[src/rtl/motion_update_core_pkg.sv]
// Shared types for the kinematic update engine: datapath width and sequencer states.
package motion_update_core_pkg;

  localparam int unsigned WIDTH = 16;

  typedef enum logic [2:0] {
    StIdle,
    StMulAt,
    StMulVt,
    StAddP,
    StMulH,
    StAddF,
    StDone
  } state_t;

endpackage

[src/rtl/adder_16bit.sv]
// Leaf cell: combinational 16-bit adder with carry in/out.
module adder_16bit (
  output logic        cout,
  output logic [15:0] s,
  input  logic [15:0] a,
  input  logic [15:0] b,
  input  logic        cin
);
  assign {cout, s} = {1'b0, a} + {1'b0, b} + {16'd0, cin};
endmodule

[src/rtl/axis_update_lane.sv]
// One axis of the kinematic update: operand registers, shared leaf cells and result registers,
// sequenced by the state broadcast from the top-level FSM.
module axis_update_lane
  import motion_update_core_pkg::*;
(
  input  logic             clock,
  input  logic             reset,
  input  state_t           state_i,
  input  logic             load_i,
  input  logic [WIDTH-1:0] p_i,
  input  logic [WIDTH-1:0] v_i,
  input  logic [WIDTH-1:0] a_i,
  input  logic [WIDTH-1:0] t_i,
  output logic [WIDTH-1:0] p_new_o,
  output logic [WIDTH-1:0] v_new_o
);

  logic [WIDTH-1:0] p_q, v_q, a_q, t_q;
  logic [WIDTH-1:0] at_q, vt_q, vn_q, pv_q, h_q, ht_q;
  logic [WIDTH-1:0] mul_a, add_a, add_b, add_s, shr;
  logic [31:0]      mul_p;
  logic             unused_cout;
  logic [15:0]      unused_prod_hi;

  // One multiplier and one adder are time-shared across the sequence.
  always_comb begin
    mul_a = h_q;
    add_a = pv_q;
    add_b = ht_q;
    case (state_i)
      StMulAt: mul_a = a_q;
      StMulVt: begin
        mul_a = v_q;
        add_a = v_q;
        add_b = at_q;
      end
      StAddP: begin
        add_a = p_q;
        add_b = vt_q;
      end
      default: ;
    endcase
  end

  multiplier_16bit u_mul (
    .p (mul_p),
    .a (mul_a),
    .b (t_q)
  );

  adder_16bit u_add (
    .cout (unused_cout),
    .s    (add_s),
    .a    (add_a),
    .b    (add_b),
    .cin  (1'b0)
  );

  shifter u_shr (
    .in  (at_q),
    .out (shr)
  );

  assign unused_prod_hi = mul_p[31:16];

  always_ff @(posedge clock) begin
    if (reset) begin
      p_q     <= '0;
      v_q     <= '0;
      a_q     <= '0;
      t_q     <= '0;
      at_q    <= '0;
      vt_q    <= '0;
      vn_q    <= '0;
      pv_q    <= '0;
      h_q     <= '0;
      ht_q    <= '0;
      p_new_o <= '0;
      v_new_o <= '0;
    end else begin
      if (load_i) begin
        p_q <= p_i;
        v_q <= v_i;
        a_q <= a_i;
        t_q <= t_i;
      end
      case (state_i)
        StMulAt: at_q <= mul_p[15:0];
        StMulVt: begin
          vt_q <= mul_p[15:0];
          vn_q <= add_s;
        end
        StAddP: begin
          pv_q <= add_s;
          h_q  <= shr;
        end
        StMulH: ht_q <= mul_p[15:0];
        StAddF: begin
          p_new_o <= add_s;
          v_new_o <= vn_q;
        end
        default: ;
      endcase
    end
  end

endmodule

[src/rtl/multiplier_16bit.sv]
// Leaf cell: combinational unsigned 16x16 -> 32 multiplier.
module multiplier_16bit (
  output logic [31:0] p,
  input  logic [15:0] a,
  input  logic [15:0] b
);
  assign p = {16'd0, a} * {16'd0, b};
endmodule

[src/rtl/shifter.sv]
// Leaf cell: combinational logical shift right by one.
module shifter (
  input  logic [15:0] in,
  output logic [15:0] out
);
  assign out = {1'b0, in[15:1]};
endmodule

[src/rtl/motion_update_core.sv]
// 2-D constant-acceleration kinematic update: one shared sequencer driving an x and a y lane.
module motion_update_core #(
  parameter int unsigned WIDTH = 16
) (
  input  logic             clock,
  input  logic             reset,
  input  logic             in_rdy,
  input  logic [WIDTH-1:0] x,
  input  logic [WIDTH-1:0] y,
  input  logic [WIDTH-1:0] vx,
  input  logic [WIDTH-1:0] vy,
  input  logic [WIDTH-1:0] ax,
  input  logic [WIDTH-1:0] ay,
  input  logic [WIDTH-1:0] t,
  output logic             out_rdy,
  output logic [WIDTH-1:0] xnew,
  output logic [WIDTH-1:0] ynew,
  output logic [WIDTH-1:0] vxnew,
  output logic [WIDTH-1:0] vynew
);
  import motion_update_core_pkg::*;

  state_t state_q;
  logic   load;

  assign load = (state_q == StIdle) && in_rdy;

  always_ff @(posedge clock) begin
    if (reset) begin
      state_q <= StIdle;
      out_rdy <= 1'b0;
    end else begin
      out_rdy <= 1'b0;
      case (state_q)
        StIdle:  if (in_rdy) state_q <= StMulAt;
        StMulAt: state_q <= StMulVt;
        StMulVt: state_q <= StAddP;
        StAddP:  state_q <= StMulH;
        StMulH:  state_q <= StAddF;
        StAddF: begin
          state_q <= StDone;
          out_rdy <= 1'b1;
        end
        default: state_q <= StIdle;
      endcase
    end
  end

  axis_update_lane u_lane_x (
    .clock   (clock),
    .reset   (reset),
    .state_i (state_q),
    .load_i  (load),
    .p_i     (x),
    .v_i     (vx),
    .a_i     (ax),
    .t_i     (t),
    .p_new_o (xnew),
    .v_new_o (vxnew)
  );

  axis_update_lane u_lane_y (
    .clock   (clock),
    .reset   (reset),
    .state_i (state_q),
    .load_i  (load),
    .p_i     (y),
    .v_i     (vy),
    .a_i     (ay),
    .t_i     (t),
    .p_new_o (ynew),
    .v_new_o (vynew)
  );

endmodule

[config.mk]
export PLATFORM = sky130hd
export DESIGN_NAME = motion_update_core
export DESIGN_NICKNAME = d
export VERILOG_FILES = /design/src/rtl/motion_update_core_pkg.sv /design/src/rtl/adder_16bit.sv /design/src/rtl/axis_update_lane.sv /design/src/rtl/multiplier_16bit.sv /design/src/rtl/shifter.sv /design/src/rtl/motion_update_core.sv
export SDC_FILE = /design/constraint.sdc
export NUM_CORES = 1
export LEC_CHECK = 0
export CAP_MARGIN = 30
export CELL_PAD_IN_SITES_DETAIL_PLACEMENT = 1
export CELL_PAD_IN_SITES_GLOBAL_PLACEMENT = 2
export CORE_MARGIN = 3
export CORE_UTILIZATION = 39
export CTS_BUF_LIST = sky130_fd_sc_hd__clkbuf_8 sky130_fd_sc_hd__clkbuf_16
export CTS_CLUSTER_DIAMETER = 60
export DETAILED_ROUTE_END_ITERATION = 12
export GPL_TIMING_DRIVEN = 0
export PLACE_DENSITY_LB_ADDON = 0.1
export RECOVER_POWER = 25
export SLEW_MARGIN = 30
export SYNTH_ARGS = -nofsm -noshare
export SYNTH_HDL_FRONTEND = slang
export SYNTH_SLANG_ARGS = --single-unit
[constraint.sdc]
create_clock -name clock -period 14.17 [get_ports clock]
set_input_delay 3.5425 -clock clock [delete_from_list [all_inputs] [get_ports clock]]
set_output_delay 3.5425 -clock clock [all_outputs]
set_load 0.05 [all_outputs]
==> run_summary.xml, run 1 <==
<?xml version="1.0" encoding="UTF-8"?>
<metrics>
  <group name="setup_path">
    <metric name="worst_path_max_delay_cell" unit="">sky130_fd_sc_hd__clkbuf_1</metric>
    <metric name="worst_stage_delay_on_the_critical_path" unit="ns">0.76</metric>
    <metric name="crit_path_required_time" unit="ns">14.68</metric>
    <metric name="worstSetupEndpointType" unit="">register</metric>
    <metric name="cp-start-kind" unit="">register</metric>
    <metric name="crit_fanout" unit="">10</metric>
    <metric name="critical_path.n_buffers_inverters" unit="">10</metric>
    <metric name="crit_arrival" unit="ns">9.88</metric>
    <metric name="path_class" unit="">register to register</metric>
    <metric name="critPathTopFamily" unit="">adder cells</metric>
  </group>
  <group name="final_layout">
    <metric name="multiInputGateArea" unit="um2">14840</metric>
    <metric name="final_cell_mix" unit="">sky130_fd_sc_hd__nand2_1 (778), sky130_fd_sc_hd__a21oi_1 (411), sky130_fd_sc_hd__dfxtp_1 (370)</metric>
    <metric name="area.sequential" unit="um2">7407</metric>
    <metric name="instances_no_fill" unit="">4051</metric>
    <metric name="layout.cells.most_common" unit="">sky130_fd_sc_hd__nand2_1</metric>
    <metric name="fillerInstances" unit="">7336</metric>
    <metric name="drive_gt1_frac" unit="">0.03304</metric>
    <metric name="finish.utilization" unit="">0.4671</metric>
    <metric name="nNetsFinal" unit="">3638</metric>
    <metric name="area.growth.synth_to_final" unit="%">18.10</metric>
    <metric name="num_antenna_cells" unit="">0</metric>
  </group>
  <group name="synthesis">
    <metric name="synth_warn" unit="">0</metric>
    <metric name="synth-seq-cells" unit="">370</metric>
    <metric name="synth_nets" unit="">3410</metric>
    <metric name="mappedNetlistArea" unit="um2">23960</metric>
    <metric name="synthDistinctLibCells" unit="">67</metric>
    <metric name="synthesis.instances" unit="">3005</metric>
    <metric name="ys_async_sr_fraction" unit="">0</metric>
    <metric name="avgSynthCellArea" unit="um2">7.974</metric>
    <metric name="fraction_of_the_yosys_area_taken_by_sequential_cells" unit="">0.3091</metric>
    <metric name="edff_count_synth" unit="">0</metric>
    <metric name="ys.flop_type" unit="">sky130_fd_sc_hd__dfxtp_1</metric>
  </group>
  <group name="placement">
    <metric name="port-buffer-count" unit="">178</metric>
    <metric name="globalplace.congestion" unit="">0.9084</metric>
    <metric name="dp.cells" unit="">3966</metric>
    <metric name="detailed_place_hpwl" unit="um">77990</metric>
  </group>
  <group name="grt">
    <metric name="via_count_of_the_first_global_routing_pass" unit="">23320</metric>
    <metric name="grt_max_degree" unit="">14</metric>
    <metric name="grt_pass1_wl" unit="um">145400</metric>
    <metric name="groute.usage.overall" unit="">0.3007</metric>
    <metric name="remaining_global_route_overflow" unit="">0</metric>
    <metric name="antenna_violations_before_repair" unit="">0</metric>
  </group>
  <group name="route">
    <metric name="dr_total_vias" unit="">22210</metric>
    <metric name="detail_route.first_pass.iterations" unit="">5</metric>
    <metric name="drt_iter0_drc" unit="">1433</metric>
    <metric name="antenna_left" unit="">0</metric>
    <metric name="wl_per_cell" unit="um">23.85</metric>
    <metric name="drt-vias-per-instance" unit="">5.484</metric>
    <metric name="remaining_drc_errors" unit="">0</metric>
    <metric name="drt_wl_total" unit="um">96630</metric>
  </group>
  <group name="clock_network">
    <metric name="clock-root-buffer" unit="">sky130_fd_sc_hd__clkbuf_16</metric>
    <metric name="cts.repair_timing.setup_buffer_count" unit="">0</metric>
    <metric name="clk_latency" unit="ns">0.61</metric>
    <metric name="cts.sinks" unit="">370</metric>
    <metric name="postCtsResizedCells" unit="">0</metric>
    <metric name="cts_htree_levels" unit="">2</metric>
    <metric name="post_cts_clock_slew_at_the_launch_and_capture_registers_of_the_worst_setup_and_hold_paths" unit="ns">0.06</metric>
    <metric name="cts_hold_repair.buffers" unit="">0</metric>
    <metric name="tritoncts" unit="">yes</metric>
    <metric name="clk_path_buf_depth" unit="">3</metric>
    <metric name="cts_buffers" unit="">47</metric>
  </group>
  <group name="floorplan">
    <metric name="area_enclosed_by_the_die_boundary" unit="um2">64450</metric>
    <metric name="placementRows" unit="">90</metric>
    <metric name="boundaryPins" unit="">180</metric>
    <metric name="die_wd" unit="um">253.9</metric>
    <metric name="die_y" unit="um">253.9</metric>
    <metric name="start_util" unit="">0.3955</metric>
    <metric name="placeableCoreArea" unit="um2">60580</metric>
  </group>
  <group name="sta">
    <metric name="report.final.setup_viol" unit="">0</metric>
    <metric name="setup_tns" unit="ns">0</metric>
    <metric name="tightestPinTransition" unit="ns">1.068</metric>
    <metric name="timing.final.max_slew_violations" unit="">0</metric>
    <metric name="clock.fmax" unit="MHz">106.7</metric>
    <metric name="final-hold-violation-count" unit="">0</metric>
    <metric name="finalClockSkew" unit="ns">0.03448</metric>
    <metric name="rsz0062_at_grt" unit="">false</metric>
    <metric name="period_share" unit="">0.6611</metric>
    <metric name="timing.final.crit_period" unit="ns">9.368</metric>
    <metric name="relSlewSlack" unit="">0.2881</metric>
  </group>
  <group name="power_and_ir_drop">
    <metric name="leakage" unit="uW">0.01112</metric>
    <metric name="power-per-cell-area" unit="nW/um2">106.2</metric>
    <metric name="vdd_ir_drop_max" unit="V">0.00008473</metric>
  </group>
  <group name="run">
    <metric name="timing.max_cap.violations" unit="">0</metric>
  </group>
  <group name="min_path">
    <metric name="min_path_type" unit="">register to register</metric>
  </group>
  <group name="status">
    <metric name="outcome" unit="">complete, no violations</metric>
  </group>
</metrics>
-- flip-flops by register name (all words and copies together), names as in the netlist, 15 cells and up --
signal	cells
u_lane_x.v_new_o	16
u_lane_x.pv_q	16
u_lane_y.vt_q	16
u_lane_x.a_q	16
u_lane_y.h_q	15
u_lane_y.p_q	16
u_lane_y.v_q	16
u_lane_x.vn_q	16
u_lane_y.t_q	16
u_lane_y.ht_q	16
u_lane_y.v_new_o	16
u_lane_y.p_new_o	16
u_lane_y.vn_q	16
u_lane_y.a_q	16
u_lane_x.vt_q	16
u_lane_y.at_q	16
u_lane_x.v_q	16
u_lane_x.p_new_o	16
u_lane_x.ht_q	16
u_lane_y.pv_q	16
u_lane_x.at_q	16
u_lane_x.p_q	16
u_lane_x.h_q	15
-- worst paths after layout --
check / start / endpoint / slack, ns / cells past startpoint
worst min register to register: u_lane_y.v_new_o[6] / u_lane_y.v_new_o[6] / 0.45 / 2
worst min-delay path: u_lane_y.v_new_o[6] / u_lane_y.v_new_o[6] / 0.45 / 2
worst max register to register: state_q[2] / u_lane_y.vt_q[15] / 4.80 / 25
worst max-delay path: state_q[2] / u_lane_y.vt_q[15] / 4.80 / 25
-- worst min-delay path, cell delays in order, from the launching register on --
cell and delay [ns]:
sky130_fd_sc_hd__dfxtp_1 0.30, sky130_fd_sc_hd__nand2_1 0.05, sky130_fd_sc_hd__a21oi_1 0.05
-- power by group --
| group | internal, uW | leakage (uW) | total [uW] | switching [uW] |
|---|---|---|---|---|
| sequential | 1080 | 0.00300 | 1120 | 40.5 |
| combinational | 217 | 0.00732 | 691 | 474 |
| clock | 683 | 0.000800 | 1190 | 507 |
| total | 1980 | 0.0111 | 3000 | 1020 |
-- area by class of cell --
| cell class | instances | share of cell area |
|---|---|---|
| plain buffers | 194 | 0.02737 |
| clock buffers | 56 | 0.04634 |
| clock inverters | 29 | 0.008092 |
| inverters | 257 | 0.03409 |
| multi-input cells | 2184 | 0.5244 |
| flip-flops and latches | 370 | 0.2618 |
| well taps | 782 | 0.03458 |
| repair buffers | 179 | 0.06336 |
-- Yosys cell counts, drive strengths merged (11+ instances only) --
cell | n | area, um2
nand2 | 778 | 2920
a21oi | 413 | 2078
dfxtp | 370 | 7407
inv | 257 | 964.7
clkbuf | 169 | 634.4
fa | 162 | 3243
and2 | 133 | 832.1
ha | 128 | 1602
nor2 | 113 | 424.2
xnor2 | 73 | 639.4
mux2i | 66 | 660.6
o21ai | 51 | 266.5
a211oi | 31 | 232.7
a21o | 25 | 187.7
buf | 25 | 136.4
nand3 | 20 | 100.1
nand3b | 19 | 142.6
o22ai | 16 | 100.1
a22oi | 15 | 117.6
nor2b | 12 | 82.58
xor2 | 11 | 96.34
-- cells by family after synthesis --
| group | synth area share |
|---|---|
| adder cells (fa/ha/maj) | 0.2022 |
| multiplexers | 0.02757 |
| AO/OA/AOI/OAI | 0.1557 |
| flip-flops | 0.3091 |
| XOR/XNOR | 0.03734 |
| AND/OR/NAND/NOR | 0.1956 |
| buffers and inverters | 0.07243 |
-- stage by stage --
stage                     total power (uW)  cell area (um2)  hold slack [ns]  setup WS [ns]
final                                 3004            28300           0.4511          4.802
after global routing                  3129            28300           0.4699          4.550
after CTS                             3016            28300           0.4563          5.351
after detailed placement              1825            26760           0.4483          5.443
after global placement                1807            26720           0.4406          5.446
after floorplan                       1524            23960           0.4271          7.624
-- routing by layer --
layer	track usage	up-vias	share of wire
met5	0	-	0
met4	0.07683	0	0.026
met3	0.04257	133	0.058
met2	0.4770	664	0.45
met1	0.4313	11220	0.47
li1	-	10190	-
Note: power is estimated with default switching activity, not from simulation.
==> run 2: changes to the inputs <==
CORE_UTILIZATION = 36   (was 39)
clock period = 8.9 ns   (was 14.17 ns; I/O delays follow)
==> run 2 against run 1 <==
Net effect: first-iteration DRC count fell by 12%; highest routed layer unchanged; non-clock buffer count fell by 1; core utilization fell by 3.3 points; critical endpoint unchanged; maximum frequency rose by 11%; cell area did not move; largest cell class unchanged.
==> run_summary.xml, run 2 (same netlist as run 1, synthesis figures left out) <==
<?xml version="1.0" encoding="UTF-8"?>
<metrics>
  <group name="sta">
    <metric name="final_critical_path_setup_slack" unit="ns">0.4897</metric>
    <metric name="relSlewSlack" unit="">0.1102</metric>
    <metric name="final-hold-violation-count" unit="">0</metric>
    <metric name="timing.final.max_slew_violations" unit="">0</metric>
    <metric name="setup_tns" unit="ns">0</metric>
    <metric name="finalClockSkew" unit="ns">0.02159</metric>
    <metric name="rsz0062_at_grt" unit="">false</metric>
    <metric name="timing.final.crit_period" unit="ns">8.410</metric>
    <metric name="report.final.setup_viol" unit="">0</metric>
    <metric name="tightestPinTransition" unit="ns">1.335</metric>
    <metric name="period_share" unit="">0.9450</metric>
    <metric name="clock.fmax" unit="MHz">118.9</metric>
  </group>
  <group name="power_and_ir_drop">
    <metric name="combinationalPowerShare" unit="">0.232</metric>
    <metric name="leakage" unit="uW">0.01110</metric>
    <metric name="power-per-cell-area" unit="nW/um2">167.6</metric>
    <metric name="vdd_ir_drop_max" unit="V">0.0001266</metric>
    <metric name="power.share.switching" unit="">0.3346</metric>
    <metric name="netSwitchingPower" unit="uW">1587</metric>
    <metric name="power_report.internal_total" unit="uW">3155</metric>
    <metric name="seq_power_share" unit="">0.376</metric>
    <metric name="pwr-share-clk" unit="">0.392</metric>
  </group>
  <group name="final_layout">
    <metric name="num_antenna_cells" unit="">0</metric>
    <metric name="area.growth.synth_to_final" unit="%">18.10</metric>
    <metric name="multiInputGateArea" unit="um2">14830</metric>
    <metric name="final_instance_area" unit="um2">28300</metric>
    <metric name="finish.utilization" unit="">0.4343</metric>
    <metric name="fillerInstances" unit="">7920</metric>
    <metric name="final_cell_mix" unit="">sky130_fd_sc_hd__nand2_1 (778), sky130_fd_sc_hd__a21oi_1 (411), sky130_fd_sc_hd__dfxtp_1 (370)</metric>
    <metric name="drive_gt1_frac" unit="">0.03039</metric>
    <metric name="area.sequential" unit="um2">7407</metric>
    <metric name="instances_no_fill" unit="">4113</metric>
    <metric name="nNetsFinal" unit="">3636</metric>
    <metric name="layout.cells.most_common" unit="">sky130_fd_sc_hd__nand2_1</metric>
  </group>
  <group name="placement">
    <metric name="globalplace.congestion" unit="">0.9089</metric>
    <metric name="port-buffer-count" unit="">178</metric>
    <metric name="place_ws" unit="ns">0.1547</metric>
    <metric name="dp.cells" unit="">4038</metric>
    <metric name="detailed_place_hpwl" unit="um">78840</metric>
    <metric name="placedInstanceArea" unit="um2">26840</metric>
  </group>
  <group name="floorplan">
    <metric name="boundaryPins" unit="">180</metric>
    <metric name="die_y" unit="um">264.0</metric>
    <metric name="die_wd" unit="um">264.0</metric>
    <metric name="placementRows" unit="">93</metric>
    <metric name="start_util" unit="">0.3677</metric>
    <metric name="area_enclosed_by_the_die_boundary" unit="um2">69690</metric>
    <metric name="placeableCoreArea" unit="um2">65160</metric>
  </group>
  <group name="clock_network">
    <metric name="clk_latency" unit="ns">0.60</metric>
    <metric name="clk_path_buf_depth" unit="">3</metric>
    <metric name="cts_buffers" unit="">46</metric>
    <metric name="cts.sinks" unit="">370</metric>
    <metric name="post_cts_clock_slew_at_the_launch_and_capture_registers_of_the_worst_setup_and_hold_paths" unit="ns">0.06</metric>
    <metric name="tritoncts" unit="">yes</metric>
    <metric name="clock-root-buffer" unit="">sky130_fd_sc_hd__clkbuf_16</metric>
    <metric name="postCtsResizedCells" unit="">0</metric>
    <metric name="cts_htree_levels" unit="">2</metric>
    <metric name="cts.repair_timing.setup_buffer_count" unit="">0</metric>
    <metric name="cts_hold_repair.buffers" unit="">0</metric>
  </group>
  <group name="route">
    <metric name="dr_total_vias" unit="">21900</metric>
    <metric name="antenna_left" unit="">0</metric>
    <metric name="drt_wl_total" unit="um">97540</metric>
    <metric name="drt_iter0_drc" unit="">1258</metric>
    <metric name="wl_per_cell" unit="um">23.71</metric>
    <metric name="remaining_drc_errors" unit="">0</metric>
    <metric name="drt-vias-per-instance" unit="">5.326</metric>
    <metric name="detail_route.first_pass.iterations" unit="">6</metric>
  </group>
  <group name="grt">
    <metric name="grt_max_degree" unit="">13</metric>
    <metric name="via_count_of_the_first_global_routing_pass" unit="">23150</metric>
    <metric name="antenna_violations_before_repair" unit="">1</metric>
    <metric name="grt_pass1_wl" unit="um">145100</metric>
    <metric name="groute.usage.overall" unit="">0.2756</metric>
    <metric name="remaining_global_route_overflow" unit="">0</metric>
  </group>
  <group name="setup_path">
    <metric name="worstSetupEndpointType" unit="">register</metric>
    <metric name="crit_path_required_time" unit="ns">9.40</metric>
    <metric name="cp-start-kind" unit="">register</metric>
    <metric name="path_class" unit="">register to register</metric>
    <metric name="cp_cell_sequence" unit="">buf_2 -&gt; buf_2 -&gt; clkbuf_1 -&gt; o21ai_1 -&gt; and2_1 -&gt; fa_1 -&gt; inv_1 -&gt; fa_1 -&gt; inv_1 -&gt; fa_1 -&gt; inv_1 -&gt; fa_1 -&gt; inv_1 -&gt; fa_1 -&gt; inv_1 -&gt; fa_1 -&gt; inv_1 -&gt; ha_1 -&gt; a21o_1 -&gt; a21oi_1 -&gt; o21ai_0 -&gt; a31oi_1 -&gt; xnor3_1 -&gt; a211oi_1</metric>
    <metric name="worst_stage_delay_on_the_critical_path" unit="ns">0.64</metric>
    <metric name="crit_arrival" unit="ns">8.91</metric>
    <metric name="worst_path_max_delay_cell" unit="">sky130_fd_sc_hd__xnor3_1</metric>
    <metric name="critPathTopFamily" unit="">adder cells</metric>
    <metric name="critical_path.n_buffers_inverters" unit="">9</metric>
    <metric name="crit_fanout" unit="">19</metric>
  </group>
  <group name="status">
    <metric name="outcome" unit="">complete, no violations</metric>
  </group>
  <group name="run">
    <metric name="timing.max_cap.violations" unit="">0</metric>
  </group>
  <group name="min_path">
    <metric name="min_path_type" unit="">register to register</metric>
  </group>
</metrics>
[run 2: worst min-delay path, stage by stage, from the launching register on]
cell and delay [ns]:
sky130_fd_sc_hd__dfxtp_1 0.30, sky130_fd_sc_hd__nand2_1 0.05, sky130_fd_sc_hd__a21oi_1 0.05
[run 2: per-layer routing]
metal	up-vias	track usage	part of all wire
li1	10190	-	-
met1	10960	0.3764	0.46
met2	614	0.4470	0.45
met3	138	0.05262	0.063
met4	0	0.07365	0.027
met5	-	0	0
[run 2: path summary, 6_finish.rpt]
kind | cells past startpoint | slack, ns | to | startpoint
worst min register to register | 2 | 0.45 | u_lane_y.v_new_o[14] | u_lane_y.v_new_o[14]
worst max-delay path | 24 | 0.49 | u_lane_y.vt_q[15] | state_q[2]
worst max register to register | 24 | 0.49 | u_lane_y.vt_q[15] | state_q[2]
worst min-delay path | 2 | 0.45 | u_lane_y.v_new_o[14] | u_lane_y.v_new_o[14]
[run 2: area by class of cell]
type | instances | area share
multi-input combinational | 2184 | 0.5242
sequential | 370 | 0.2618
timing repair buffer | 179 | 0.06349
clock buffer | 50 | 0.04262
tap | 855 | 0.03781
inverter | 257 | 0.03409
buffer | 193 | 0.02728
clock inverter | 25 | 0.008755
[run 2: metrics by stage]
stage	hold WS [ns]	power, uW
6_report	0.4526	4741
5_1_grt	0.4687	4947
4_1_cts	0.4554	4777
3_5_place_dp	0.4477	2905
3_3_place_gp	0.4408	2877
2_1_floorplan	0.4271	2426
[run 2: power groups by stage]
stage | Combinational [uW] | Clock [uW] | Sequential, uW
2_1_floorplan | 635 | 0 | 1790
5_1_grt | 1200 | 1960 | 1790
3_5_place_dp | 1080 | 0 | 1820
6_report | 1100 | 1860 | 1790
3_3_place_gp | 1060 | 0 | 1820
4_1_cts | 1090 | 1900 | 1790
